[src/rtl/serial_deserializer_4bit_pkg.sv]
// Shared definitions for the serial deserializer: FSM state encoding,
// frame line levels and a counter-width helper.
package serial_deserializer_4bit_pkg;

   typedef enum logic [1:0] {
      ST_IDLE  = 2'd0,
      ST_SHIFT = 2'd1,
      ST_STOP  = 2'd2
   } state_t;

   // Line level that opens a frame (idle line is 0).
   localparam logic START_BIT = 1'b1;
   // Line level required to close a frame cleanly.
   localparam logic STOP_BIT  = 1'b0;

   // Counter width able to hold 0..w-1, never less than one bit.
   function automatic int cnt_width(input int w);
      return (w > 1) ? $clog2(w) : 1;
   endfunction

endpackage

[src/rtl/serial_deserializer_4bit_sipo.sv]
// Serial-in/parallel-out left shift register.
// Ports: clk, sync clear (i_clr), shift enable (i_en), serial bit (i_din),
// parallel word (o_q, newest bit in the LSB).
module shiftregister_sipo #(
   parameter int WIDTH = 4
) (
   input  logic             i_clk,
   input  logic             i_clr,
   input  logic             i_en,
   input  logic             i_din,
   output logic [WIDTH-1:0] o_q
);

   logic [WIDTH-1:0] r_q;

   always_ff @(posedge i_clk) begin
      if (i_clr) begin
         r_q <= '0;
      end else if (i_en) begin
         if (WIDTH > 1) begin
            r_q <= {r_q[WIDTH-2:0], i_din};
         end else begin
            r_q <= WIDTH'(i_din);
         end
      end
   end

   assign o_q = r_q;

endmodule

[src/rtl/serial_deserializer_4bit.sv]
// Frame deserializer: start bit 1, WIDTH data bits MSB first, stop bit 0.
// Ports: clockpulse, notclear (sync active-low), serialInput, acknowledge,
// out/notout (held word and its inverse), dataValid, frameError, overrun.
module serial_deserializer_4bit
   import serial_deserializer_4bit_pkg::*;
#(
   parameter int WIDTH = 4
) (
   input  logic             clockpulse,
   input  logic             notclear,
   input  logic             serialInput,
   input  logic             acknowledge,
   output logic [WIDTH-1:0] out,
   output logic [WIDTH-1:0] notout,
   output logic             dataValid,
   output logic             frameError,
   output logic             overrun
);

   localparam int CW = cnt_width(WIDTH);
   localparam logic [CW-1:0] LAST = CW'(WIDTH - 1);

   state_t           r_state;
   logic [CW-1:0]    r_cnt;
   logic [WIDTH-1:0] r_out;
   logic             r_dv;
   logic             r_fe;
   logic             r_ov;

   logic [WIDTH-1:0] w_shreg;
   logic             w_shift_en;
   logic             w_in_stop;
   logic             w_stop_ok;
   logic             w_load;
   logic             w_set_ov;
   logic             w_set_fe;

   assign w_shift_en = (r_state == ST_SHIFT);
   assign w_in_stop  = (r_state == ST_STOP);
   assign w_stop_ok  = w_in_stop && (serialInput == STOP_BIT);

   // A held word may be replaced only when it is free or being
   // acknowledged on this same edge.
   assign w_load   = w_stop_ok && (!r_dv || acknowledge);
   assign w_set_ov = w_stop_ok && r_dv && !acknowledge;
   assign w_set_fe = w_in_stop && (serialInput != STOP_BIT);

   shiftregister_sipo #(
      .WIDTH (WIDTH)
   ) u_sipo (
      .i_clk (clockpulse),
      .i_clr (!notclear),
      .i_en  (w_shift_en),
      .i_din (serialInput),
      .o_q   (w_shreg)
   );

   always_ff @(posedge clockpulse) begin
      if (!notclear) begin
         r_state <= ST_IDLE;
         r_cnt   <= '0;
         r_out   <= '0;
         r_dv    <= 1'b0;
         r_fe    <= 1'b0;
         r_ov    <= 1'b0;
      end else begin
         unique case (r_state)
            ST_IDLE: begin
               if (serialInput == START_BIT) begin
                  r_state <= ST_SHIFT;
                  r_cnt   <= '0;
               end
            end
            ST_SHIFT: begin
               r_cnt <= r_cnt + CW'(1);
               if (r_cnt == LAST) begin
                  r_state <= ST_STOP;
               end
            end
            ST_STOP: begin
               r_state <= ST_IDLE;
               r_cnt   <= '0;
            end
            default: begin
               r_state <= ST_IDLE;
               r_cnt   <= '0;
            end
         endcase

         // Load beats a same-edge acknowledge.
         if (w_load) begin
            r_out <= w_shreg;
            r_dv  <= 1'b1;
         end else if (acknowledge) begin
            r_dv  <= 1'b0;
         end

         // Setting a sticky flag beats a same-edge acknowledge.
         if (w_set_fe) begin
            r_fe <= 1'b1;
         end else if (acknowledge) begin
            r_fe <= 1'b0;
         end

         if (w_set_ov) begin
            r_ov <= 1'b1;
         end else if (acknowledge) begin
            r_ov <= 1'b0;
         end
      end
   end

   assign out        = r_out;
   assign notout     = ~r_out;
   assign dataValid  = r_dv;
   assign frameError = r_fe;
   assign overrun    = r_ov;

endmodule

[config.mk]
export PLATFORM = sky130hd
export DESIGN_NAME = serial_deserializer_4bit
export DESIGN_NICKNAME = d
export VERILOG_FILES = /design/src/rtl/serial_deserializer_4bit_pkg.sv /design/src/rtl/serial_deserializer_4bit_sipo.sv /design/src/rtl/serial_deserializer_4bit.sv
export SDC_FILE = /design/constraint.sdc
export NUM_CORES = 1
export LEC_CHECK = 0
export ABC_AREA = 1
export CAP_MARGIN = 20
export CORE_UTILIZATION = 40
export CTS_CLUSTER_DIAMETER = 80
export DETAILED_ROUTE_END_ITERATION = 7
export PLACE_DENSITY = 0.7
export SLEW_MARGIN = 20
export SYNTH_ARGS = -nofsm -noshare
export SYNTH_HDL_FRONTEND = slang
export SYNTH_SLANG_ARGS = --single-unit
export TNS_END_PERCENT = 100
[constraint.sdc]
create_clock -name clockpulse -period 1.2 [get_ports clockpulse]
set_clock_uncertainty 0.1 [all_clocks]
set_input_delay 0.36 -clock clockpulse [delete_from_list [all_inputs] [get_ports clockpulse]]
set_output_delay 0.36 -clock clockpulse [all_outputs]
set_load 0.005 [all_outputs]
==> impl_results.html, run 1 <==
<table>
<tr><th>Metric</th><th>Value</th></tr>
<tr><th colspan="2">Yosys</th></tr>
<tr><td>Seq/Total Area, Yosys</td><td>48.8%</td></tr>
<tr><td>Most numerous cell types in the synthesized netlist</td><td>inv_1 (17), dfxtp_1 (15), nor2_1 (11)</td></tr>
<tr><td>Main area contributors after synthesis</td><td>dfxtp_1 (49%), inv_1 (10%), nor2_1 (6.7%)</td></tr>
<tr><td>Synth warn</td><td>0</td></tr>
<tr><td>Synthesized area divided by synthesized cell count</td><td>7.79 um2</td></tr>
<tr><td>EDFF count, synth</td><td>0</td></tr>
<tr><td>Mapped cell area</td><td>616 um2</td></tr>
<tr><td>Distinct cell type count of the synthesized netlist</td><td>16</td></tr>
<tr><td>Total nets after synthesis</td><td>84</td></tr>
<tr><td>FFs w/ async S/R, synth</td><td>0%</td></tr>
<tr><td>Synth area leader</td><td>dfxtp_1</td></tr>
<tr><td>Dominant synthesized flop cell</td><td>dfxtp_1</td></tr>
<tr><td>Synthesized netlist cell count</td><td>79</td></tr>
<tr><td>Flip-flop and latch count after synthesis</td><td>15</td></tr>
<tr><td>Synth top area share</td><td>48.8%</td></tr>
<tr><td>Most numerous cell in the Yosys netlist</td><td>inv_1</td></tr>
<tr><th colspan="2">Global routing</th></tr>
<tr><td>Remaining global-route overflow</td><td>0</td></tr>
<tr><td>Global Route Usage Sum</td><td>18.7%</td></tr>
<tr><td>Vias in the first global route</td><td>539</td></tr>
<tr><td>Pin count of the biggest net entering global routing</td><td>11</td></tr>
<tr><td>Initial antenna violation count</td><td>0</td></tr>
<tr><td>First-pass GRT wire length</td><td>2.02 mm</td></tr>
<tr><th colspan="2">Job</th></tr>
<tr><td>Count of maximum capacitance violations</td><td>0</td></tr>
<tr><th colspan="2">Finish</th></tr>
<tr><td>Number of nets in the layout</td><td>114</td></tr>
<tr><td>Filler Cell Count</td><td>114</td></tr>
<tr><td>Share of post-route cells with drive strength above 1</td><td>41.7%</td></tr>
<tr><td>Synth-to-Final Area Change</td><td>53.0%</td></tr>
<tr><td>Diode count</td><td>0</td></tr>
<tr><td>Final core utilization</td><td>69.0%</td></tr>
<tr><th colspan="2">Timing</th></tr>
<tr><td>Final setup violation count</td><td>4</td></tr>
<tr><td>Headroom to the max-slew limit</td><td>86.9%</td></tr>
<tr><td>Pin slew with the least headroom to its limit</td><td>0.194 ns</td></tr>
<tr><td>Final worst setup slack</td><td>-0.0988 ns</td></tr>
<tr><td>Final Max Slew Viols</td><td>0</td></tr>
<tr><td>Peak clock frequency supported by timing</td><td>770 MHz</td></tr>
<tr><td>Post-route setup TNS</td><td>-0.276 ns</td></tr>
<tr><td>Final critical-path share of the clock period</td><td>108%</td></tr>
<tr><td>Final min period</td><td>1.30 ns</td></tr>
<tr><td>Final Hold Fails</td><td>0</td></tr>
<tr><td>Unrepaired setup endpoints after global routing</td><td>true</td></tr>
<tr><th colspan="2">Die</th></tr>
<tr><td>Site row count</td><td>13</td></tr>
<tr><td>Height of the die</td><td>41.2 um</td></tr>
<tr><td>Starting Density</td><td>45.1%</td></tr>
<tr><td>Number of primary I/O pins</td><td>15</td></tr>
<tr><td>Placeable core region</td><td>1370 um2</td></tr>
<tr><td>Die ar.</td><td>1700 um2</td></tr>
<tr><td>Floorplan die width</td><td>41.2 um</td></tr>
<tr><th colspan="2">Worst setup path</th></tr>
<tr><td>Type of element capturing the critical path</td><td>output pin</td></tr>
<tr><td>Kind of critical path</td><td>reg2out</td></tr>
<tr><td>Maximum fanout encountered on the critical timing path</td><td>2</td></tr>
<tr><td>Worst endpoint required time</td><td>0.74 ns</td></tr>
<tr><td>Startpoint class of the critical path</td><td>flop</td></tr>
<tr><td>Crit path arrival time</td><td>0.84 ns</td></tr>
<tr><th colspan="2">Clock tree</th></tr>
<tr><td>Total CTS buffers</td><td>3</td></tr>
<tr><td>Clock-pin transition on the worst setup and hold timing paths</td><td>0.10 ns</td></tr>
<tr><td>Depth of the CTS H-tree</td><td>1</td></tr>
<tr><td>Number of buffers on the longest clock path</td><td>2</td></tr>
<tr><td>Clock tree from TritonCTS</td><td>done</td></tr>
<tr><td>Worst skew pair latency</td><td>0.28 ns</td></tr>
<tr><td>CTS root buffer</td><td>clkbuf_4</td></tr>
<tr><td>Sinks on the clock net</td><td>15</td></tr>
<tr><td>CTS Hold Buffers Added</td><td>0</td></tr>
<tr><th colspan="2">Placed design</th></tr>
<tr><td>HPWL after DPL</td><td>922 um</td></tr>
<tr><td>Global placer's final weighted congestion</td><td>0.833</td></tr>
<tr><td>PortBufs</td><td>14</td></tr>
<tr><th colspan="2">Power</th></tr>
<tr><td>Max VDD drop</td><td>0.732 mV</td></tr>
<tr><td>Net Sw Power</td><td>241 uW</td></tr>
<tr><td>Pwr per Cell Area</td><td>996 nW/um2</td></tr>
<tr><td>Clock network fraction of total power</td><td>30.3%</td></tr>
<tr><td>Logic gate share of total power</td><td>11.9%</td></tr>
<tr><td>Standby leakage power</td><td>0.000447 uW</td></tr>
<tr><td>Sw frac</td><td>25.7%</td></tr>
<tr><td>Part of the power in registers</td><td>57.8%</td></tr>
<tr><td>Cell internal pwr</td><td>697 uW</td></tr>
<tr><th colspan="2">Routing</th></tr>
<tr><td>Number of design rule violations left after detail routing</td><td>0</td></tr>
<tr><td>First drt pass iteration count</td><td>2</td></tr>
<tr><td>Total length of routed wires</td><td>1.24 mm</td></tr>
<tr><td>Antenna-violating nets left</td><td>0</td></tr>
<tr><td>Initial drt markers</td><td>7</td></tr>
<tr><td>Routed via count divided by cell count</td><td>4.74</td></tr>
<tr><td>Wirelength per Cell</td><td>10.1 um</td></tr>
<tr><td>Via count</td><td>583</td></tr>
<tr><th colspan="2">Status</th></tr>
<tr><td>Violations in the final reports</td><td>setup timing</td></tr>
<tr><td>Status</td><td>finished, violations left</td></tr>
<tr><th colspan="2">Worst hold path</th></tr>
<tr><td>Min-delay worst type</td><td>in2reg</td></tr>
</table>
timing repair:
item                       in CTS  in global routing
pin swaps                       0                  3
hold endpoints to repair        0                  0
buffers inserted                4                  0
gates cloned                    0                  0
resized for setup              55                 21
setup endpoints to repair      11                 18
critical path, cell delays in order, from the launching register on:
cell and delay, ns:
dfxtp_2 0.33, buf_6 0.11, inv_2 0.04, buf_6 0.08
logic make-up (layout without fill, tap and decap cells):
group	count (synthesis)	in the layout	synth area share (%)
buf+inv	18	47	12.2
simple gates	30	30	23.6
fa+ha+maj	1	1	2.03
compound gates	15	15	13.4
flops	15	15	48.8
per-stage QoR:
| step | instances | power [uW] | hold WS (ns) | area [um2] | setup WS (ns) |
|---|---|---|---|---|---|
| 2_1_floorplan | 79 | 610 | 0.328 | 616 | 0.178 |
| 3_3_place_gp | 115 | 653 | 0.342 | 836 | -0.284 |
| 3_5_place_dp | 115 | 656 | 0.345 | 836 | -0.287 |
| 4_1_cts | 123 | 938 | 0.354 | 861 | -0.111 |
| 5_1_grt | 123 | 988 | 0.305 | 942 | -0.143 |
| 6_report | 123 | 938 | 0.275 | 942 | -0.0988 |
registers in the layout, indices dropped and copies added (netlist names):
| register | flops |
|---|---|
| out | 4 |
| u_sipo.o_q | 4 |
| r_cnt | 2 |
| r_state | 2 |
| dataValid | 1 |
| frameError | 1 |
| overrun | 1 |
worst paths after layout:
| check | to | startpoint | cells past startpoint | slack [ns] |
|---|---|---|---|---|
| min | overrun | acknowledge | 3 | 0.28 |
| min reg2reg | frameError | frameError | 2 | 0.35 |
| max | notout[1] | out[1] | 3 | -0.1 |
| max reg2reg | r_cnt[0] | r_state[1] | 5 | 0.06 |
per-layer routing:
layer,GRT usage (%),share of wire [%],vias to the layer above
met4,9.68,0,0
met1,19.3,45,261
met3,4.89,3.3,0
met5,0,0,-
met2,34.0,51,10
li1,-,-,312
area by class of cell:
| cell class | instances | area (um2) | share of cell area (%) |
|---|---|---|---|
| repair buffers | 26 | 254 | 27.0 |
| multi-input cells | 46 | 268 | 28.4 |
| inverters | 17 | 63.8 | 6.77 |
| clock buffers | 3 | 22.5 | 2.39 |
| clock inverters | 1 | 5.00 | 0.531 |
| well taps | 15 | 18.8 | 1.99 |
| flip-flops and latches | 15 | 310 | 32.9 |
placed cells by master, fill, tap and decap left out, types with 2 or more instances in the layout:
cell | synthesis | routed
a21oi_1 | 7 | 7
buf_2 | 0 | 4
buf_4 | 0 | 7
buf_6 | 1 | 11
clkbuf_4 | 0 | 3
dfxtp_1 | 15 | 7
dfxtp_2 | 0 | 8
dlymetal6s2s_1 | 0 | 3
inv_1 | 17 | 12
inv_2 | 0 | 5
nand2_1 | 8 | 7
nand2_4 | 0 | 2
nand3_1 | 2 | 2
nand4_1 | 5 | 5
nor2_1 | 11 | 10
nor2_4 | 1 | 2
o21ai_0 | 5 | 5
o31ai_1 | 2 | 2
power by group through the flow:
stage	logic, uW	clock network (uW)	registers (uW)
finish	112	284	542
floorplan	63.9	0	546
detailed placement	107	0	549
global route	126	317	545
CTS	107	293	537
global placement	104	0	549
(Power assumes the default switching activity.)
==> run 2, diff against run 1 <==
--- a/config.mk
+++ b/config.mk
@@ -9,6 +9,7 @@
 export CAP_MARGIN = 20
 export CORE_UTILIZATION = 40
 export CTS_CLUSTER_DIAMETER = 80
+export CTS_CLUSTER_SIZE = 28
 export DETAILED_ROUTE_END_ITERATION = 7
 export PLACE_DENSITY = 0.7
 export SLEW_MARGIN = 20
==> results of run 2 <==
The final DEF is identical to that of run 1; final timing and power are the same.
==> run 3, diff against run 2 <==
==> constraint.sdc (replaced) <==
create_clock -name clockpulse -period 1.3 [get_ports clockpulse]
set_clock_uncertainty 0.1 [all_clocks]
set_input_delay 0.39 -clock clockpulse [delete_from_list [all_inputs] [get_ports clockpulse]]
set_output_delay 0.39 -clock clockpulse [all_outputs]
set_load 0.005 [all_outputs]
==> run 3 against run 2 <==
Critical endpoint unchanged. Cell count decreased by 0.81%. Worst setup slack improved by 0.070 ns. Critical path type unchanged. Non-clock buffer count decreased by 1. The flow still finishes with violations (setup timing). Hold slack improved by 0.075 ns. Sequential share of layout area increased by 2.7 points. Sequential power decreased by 8.5%.
==> impl_results.html, run 3 (synthesis gave the netlist of run 1 again) <==
<table>
<tr><th>Metric</th><th>Value</th></tr>
<tr><th colspan="2">Finish</th></tr>
<tr><td>Highest-count cells in the layout ignoring fill and taps</td><td>inv_1 (14), nor2_1 (11), buf_4 (8), dfxtp_1 (8)</td></tr>
<tr><td>Diode count</td><td>0 (unchanged)</td></tr>
<tr><td>Fin area</td><td>868 um2 (-7.8%)</td></tr>
<tr><td>Fin cells</td><td>122 (-0.81%)</td></tr>
<tr><td>Share of post-route cells with drive strength above 1</td><td>37.4% (-4.3 points)</td></tr>
<tr><td>Number of nets in the layout</td><td>113 (-0.88%)</td></tr>
<tr><td>Final core utilization</td><td>63.6% (-5.4 points)</td></tr>
<tr><td>Area used by sequential logic in the layout</td><td>309 um2 (-0.40%)</td></tr>
<tr><td>Area taken by multi-input logic gates</td><td>243 um2 (-9.3%)</td></tr>
<tr><td>Synth-to-Final Area Change</td><td>41.1%</td></tr>
<tr><td>Filler Cell Count</td><td>122 (+7.0%)</td></tr>
<tr><td>Leading cell type in the layout, fill and taps excluded</td><td>inv_1</td></tr>
<tr><th colspan="2">Die</th></tr>
<tr><td>Height of the die</td><td>41.2 um (unchanged)</td></tr>
<tr><td>Die ar.</td><td>1700 um2 (unchanged)</td></tr>
<tr><td>Number of primary I/O pins</td><td>15 (unchanged)</td></tr>
<tr><td>Placeable core region</td><td>1370 um2 (unchanged)</td></tr>
<tr><td>Starting Density</td><td>45.1% (unchanged)</td></tr>
<tr><td>Site row count</td><td>13 (unchanged)</td></tr>
<tr><td>Floorplan die width</td><td>41.2 um (unchanged)</td></tr>
<tr><th colspan="2">Routing</th></tr>
<tr><td>Antenna-violating nets left</td><td>0 (unchanged)</td></tr>
<tr><td>Via count</td><td>579 (-0.69%)</td></tr>
<tr><td>Wirelength per Cell</td><td>9.70 um (-4.0%)</td></tr>
<tr><td>First drt pass iteration count</td><td>5 (+3)</td></tr>
<tr><td>Number of design rule violations left after detail routing</td><td>0 (unchanged)</td></tr>
<tr><td>Routed via count divided by cell count</td><td>4.75 (+0.13%)</td></tr>
<tr><td>Initial drt markers</td><td>5 (-2)</td></tr>
<tr><td>Total length of routed wires</td><td>1.18 mm (-4.8%)</td></tr>
<tr><th colspan="2">Status</th></tr>
<tr><td>Status</td><td>finished, violations left</td></tr>
<tr><td>Violations in the final reports</td><td>setup timing</td></tr>
<tr><th colspan="2">Placed design</th></tr>
<tr><td>Cell total after placement</td><td>115 (unchanged)</td></tr>
<tr><td>Global placer's final weighted congestion</td><td>0.833 (unchanged)</td></tr>
<tr><td>Instance area at placement</td><td>836 um2 (unchanged)</td></tr>
<tr><td>PortBufs</td><td>14 (unchanged)</td></tr>
<tr><td>HPWL after DPL</td><td>922 um (unchanged)</td></tr>
<tr><th colspan="2">Worst setup path</th></tr>
<tr><td>Register-to-Register Path Depth</td><td>5 (unchanged)</td></tr>
<tr><td>FF-to-FF Start</td><td>r_state[1]</td></tr>
<tr><td>Worst R2R End</td><td>r_cnt[0]</td></tr>
<tr><td>Worst R2R Setup Slack</td><td>0.13 ns (+0.07 ns)</td></tr>
<tr><td>Source of the critical timing path</td><td>out[1]</td></tr>
<tr><td>Maximum fanout encountered on the critical timing path</td><td>2 (unchanged)</td></tr>
<tr><td>Startpoint class of the critical path</td><td>flop</td></tr>
<tr><td>Type of element capturing the critical path</td><td>output pin</td></tr>
<tr><td>Kind of critical path</td><td>reg2out</td></tr>
<tr><td>Worst endpoint required time</td><td>0.81 ns (+0.07 ns)</td></tr>
<tr><td>Critical path destination</td><td>notout[1]</td></tr>
<tr><td>Crit path arrival time</td><td>0.84 ns (about the same)</td></tr>
<tr><th colspan="2">Clock tree</th></tr>
<tr><td>Clock tree from TritonCTS</td><td>done</td></tr>
<tr><td>Number of buffers on the longest clock path</td><td>2 (unchanged)</td></tr>
<tr><td>Sinks on the clock net</td><td>15 (unchanged)</td></tr>
<tr><td>Depth of the CTS H-tree</td><td>1 (unchanged)</td></tr>
<tr><td>Worst skew pair latency</td><td>0.28 ns (about the same)</td></tr>
<tr><td>Total CTS buffers</td><td>3 (unchanged)</td></tr>
<tr><td>CTS root buffer</td><td>clkbuf_4</td></tr>
<tr><td>Clock-pin transition on the worst setup and hold timing paths</td><td>0.09 ns (about the same)</td></tr>
<tr><th colspan="2">Global routing</th></tr>
<tr><td>Vias in the first global route</td><td>523 (-3.0%)</td></tr>
<tr><td>First-pass GRT wire length</td><td>1.93 mm (-4.4%)</td></tr>
<tr><td>Remaining global-route overflow</td><td>0 (unchanged)</td></tr>
<tr><td>Global Route Usage Sum</td><td>17.8% (-0.90 points)</td></tr>
<tr><td>Pin count of the biggest net entering global routing</td><td>11 (unchanged)</td></tr>
<tr><td>Initial antenna violation count</td><td>0 (unchanged)</td></tr>
<tr><th colspan="2">Timing</th></tr>
<tr><td>Headroom to the max-slew limit</td><td>85.6% (-1.4 points)</td></tr>
<tr><td>Final critical-path share of the clock period</td><td>102%</td></tr>
<tr><td>Final Max Slew Viols</td><td>0 (unchanged)</td></tr>
<tr><td>Pin slew with the least headroom to its limit</td><td>0.215 ns (+0.0213 ns)</td></tr>
<tr><td>Final worst setup slack</td><td>-0.0285 ns (+0.0703 ns)</td></tr>
<tr><td>Unrepaired setup endpoints after global routing</td><td>true</td></tr>
<tr><td>Final min period</td><td>1.33 ns</td></tr>
<tr><td>Peak clock frequency supported by timing</td><td>753 MHz</td></tr>
<tr><td>Final Hold Fails</td><td>0 (unchanged)</td></tr>
<tr><td>Final setup violation count</td><td>1 (-3)</td></tr>
<tr><th colspan="2">Worst hold path</th></tr>
<tr><td>Min-delay src</td><td>frameError</td></tr>
<tr><td>Min-delay worst type</td><td>reg2reg</td></tr>
<tr><th colspan="2">Power</th></tr>
<tr><td>Standby leakage power</td><td>0.000399 uW (-11%)</td></tr>
<tr><td>Max VDD drop</td><td>0.666 mV (-9.0%)</td></tr>
<tr><td>Pwr per Cell Area</td><td>982 nW/um2 (-1.4%)</td></tr>
<tr><th colspan="2">Job</th></tr>
<tr><td>Count of maximum capacitance violations</td><td>0 (unchanged)</td></tr>
</table>
run 3: cell count changes in the layout (fill, tap and decap cells not counted), sizes merged:
cell | previous run | this run
buf | 23 | 18
clkbuf | 3 | 7
clkdlybuf4s50 | 0 | 3
dlymetal6s2s | 3 | 0
run 3: worst min-delay path by stage:
stage | end | slack, ns | cells after the start
2_1_floorplan | r_cnt[0] | 0.33 | 1
3_3_place_gp | frameError | 0.34 | 2
3_5_place_dp | u_sipo.o_q[3] | 0.34 | 2
4_1_cts | frameError | 0.36 | 2
5_1_grt | u_sipo.o_q[3] | 0.38 | 2
6_report | frameError | 0.35 | 2
run 3: per-layer routing:
metal | routed length [um] | GRT usage [%] | up-vias
li1 | - | - | 310
met1 | 552 | 18.4 | 251
met2 | 547 | 32.0 | 14
met3 | 61 | 4.89 | 4
met4 | 22 | 9.68 | 0
met5 | 0 | 0 | -
run 3: area by class of cell:
cell class	instances	area share [%]
Clock buffer	3	2.59
Timing Repair Buffer	25	23.8
Multi-Input combinational cell	46	28.0
Sequential cell	15	35.6
Clock inverter	1	0.576
Inverter	17	7.35
Tap cell	15	2.16
run 3: worst max-delay path, stage by stage, from the launching register on:
cell	delay, ns
dfxtp_2	0.34
buf_6	0.09
inv_2	0.03
buf_6	0.10
run 3: power breakdown:
| group | internal [uW] | switching [uW] | total (uW) |
|---|---|---|---|
| Clock | 114 | 144 | 258 |
| Sequential | 482 | 13.6 | 496 |
| Combinational | 45.3 | 53.2 | 98.5 |
| Total | 642 | 211 | 853 |
run 3: per-stage QoR:
| step | TNS (ns) | total power (uW) | hold slack [ns] | setup slack [ns] |
|---|---|---|---|---|
| final | -0.0285 | 853 | 0.351 | -0.0285 |
| after global routing | -0.0905 | 901 | 0.376 | -0.0774 |
| after CTS | -0.148 | 866 | 0.356 | -0.0599 |
| after detailed placement | -2.65 | 605 | 0.345 | -0.217 |
| after global placement | -2.43 | 603 | 0.342 | -0.214 |
| after floorplan | 0 | 563 | 0.328 | 0.249 |
run 3: what timing repair did:
| action | 4_1_cts | 5_1_grt |
|---|---|---|
| setup endpoints to repair | 11 | 9 |
| gates resized for setup | 45 | 11 |
| setup buffers | 3 | 1 |
| endpoints found under the hold margin | 0 | 0 |
| hold buffers | 0 | 0 |
| pin swaps | 0 | 1 |
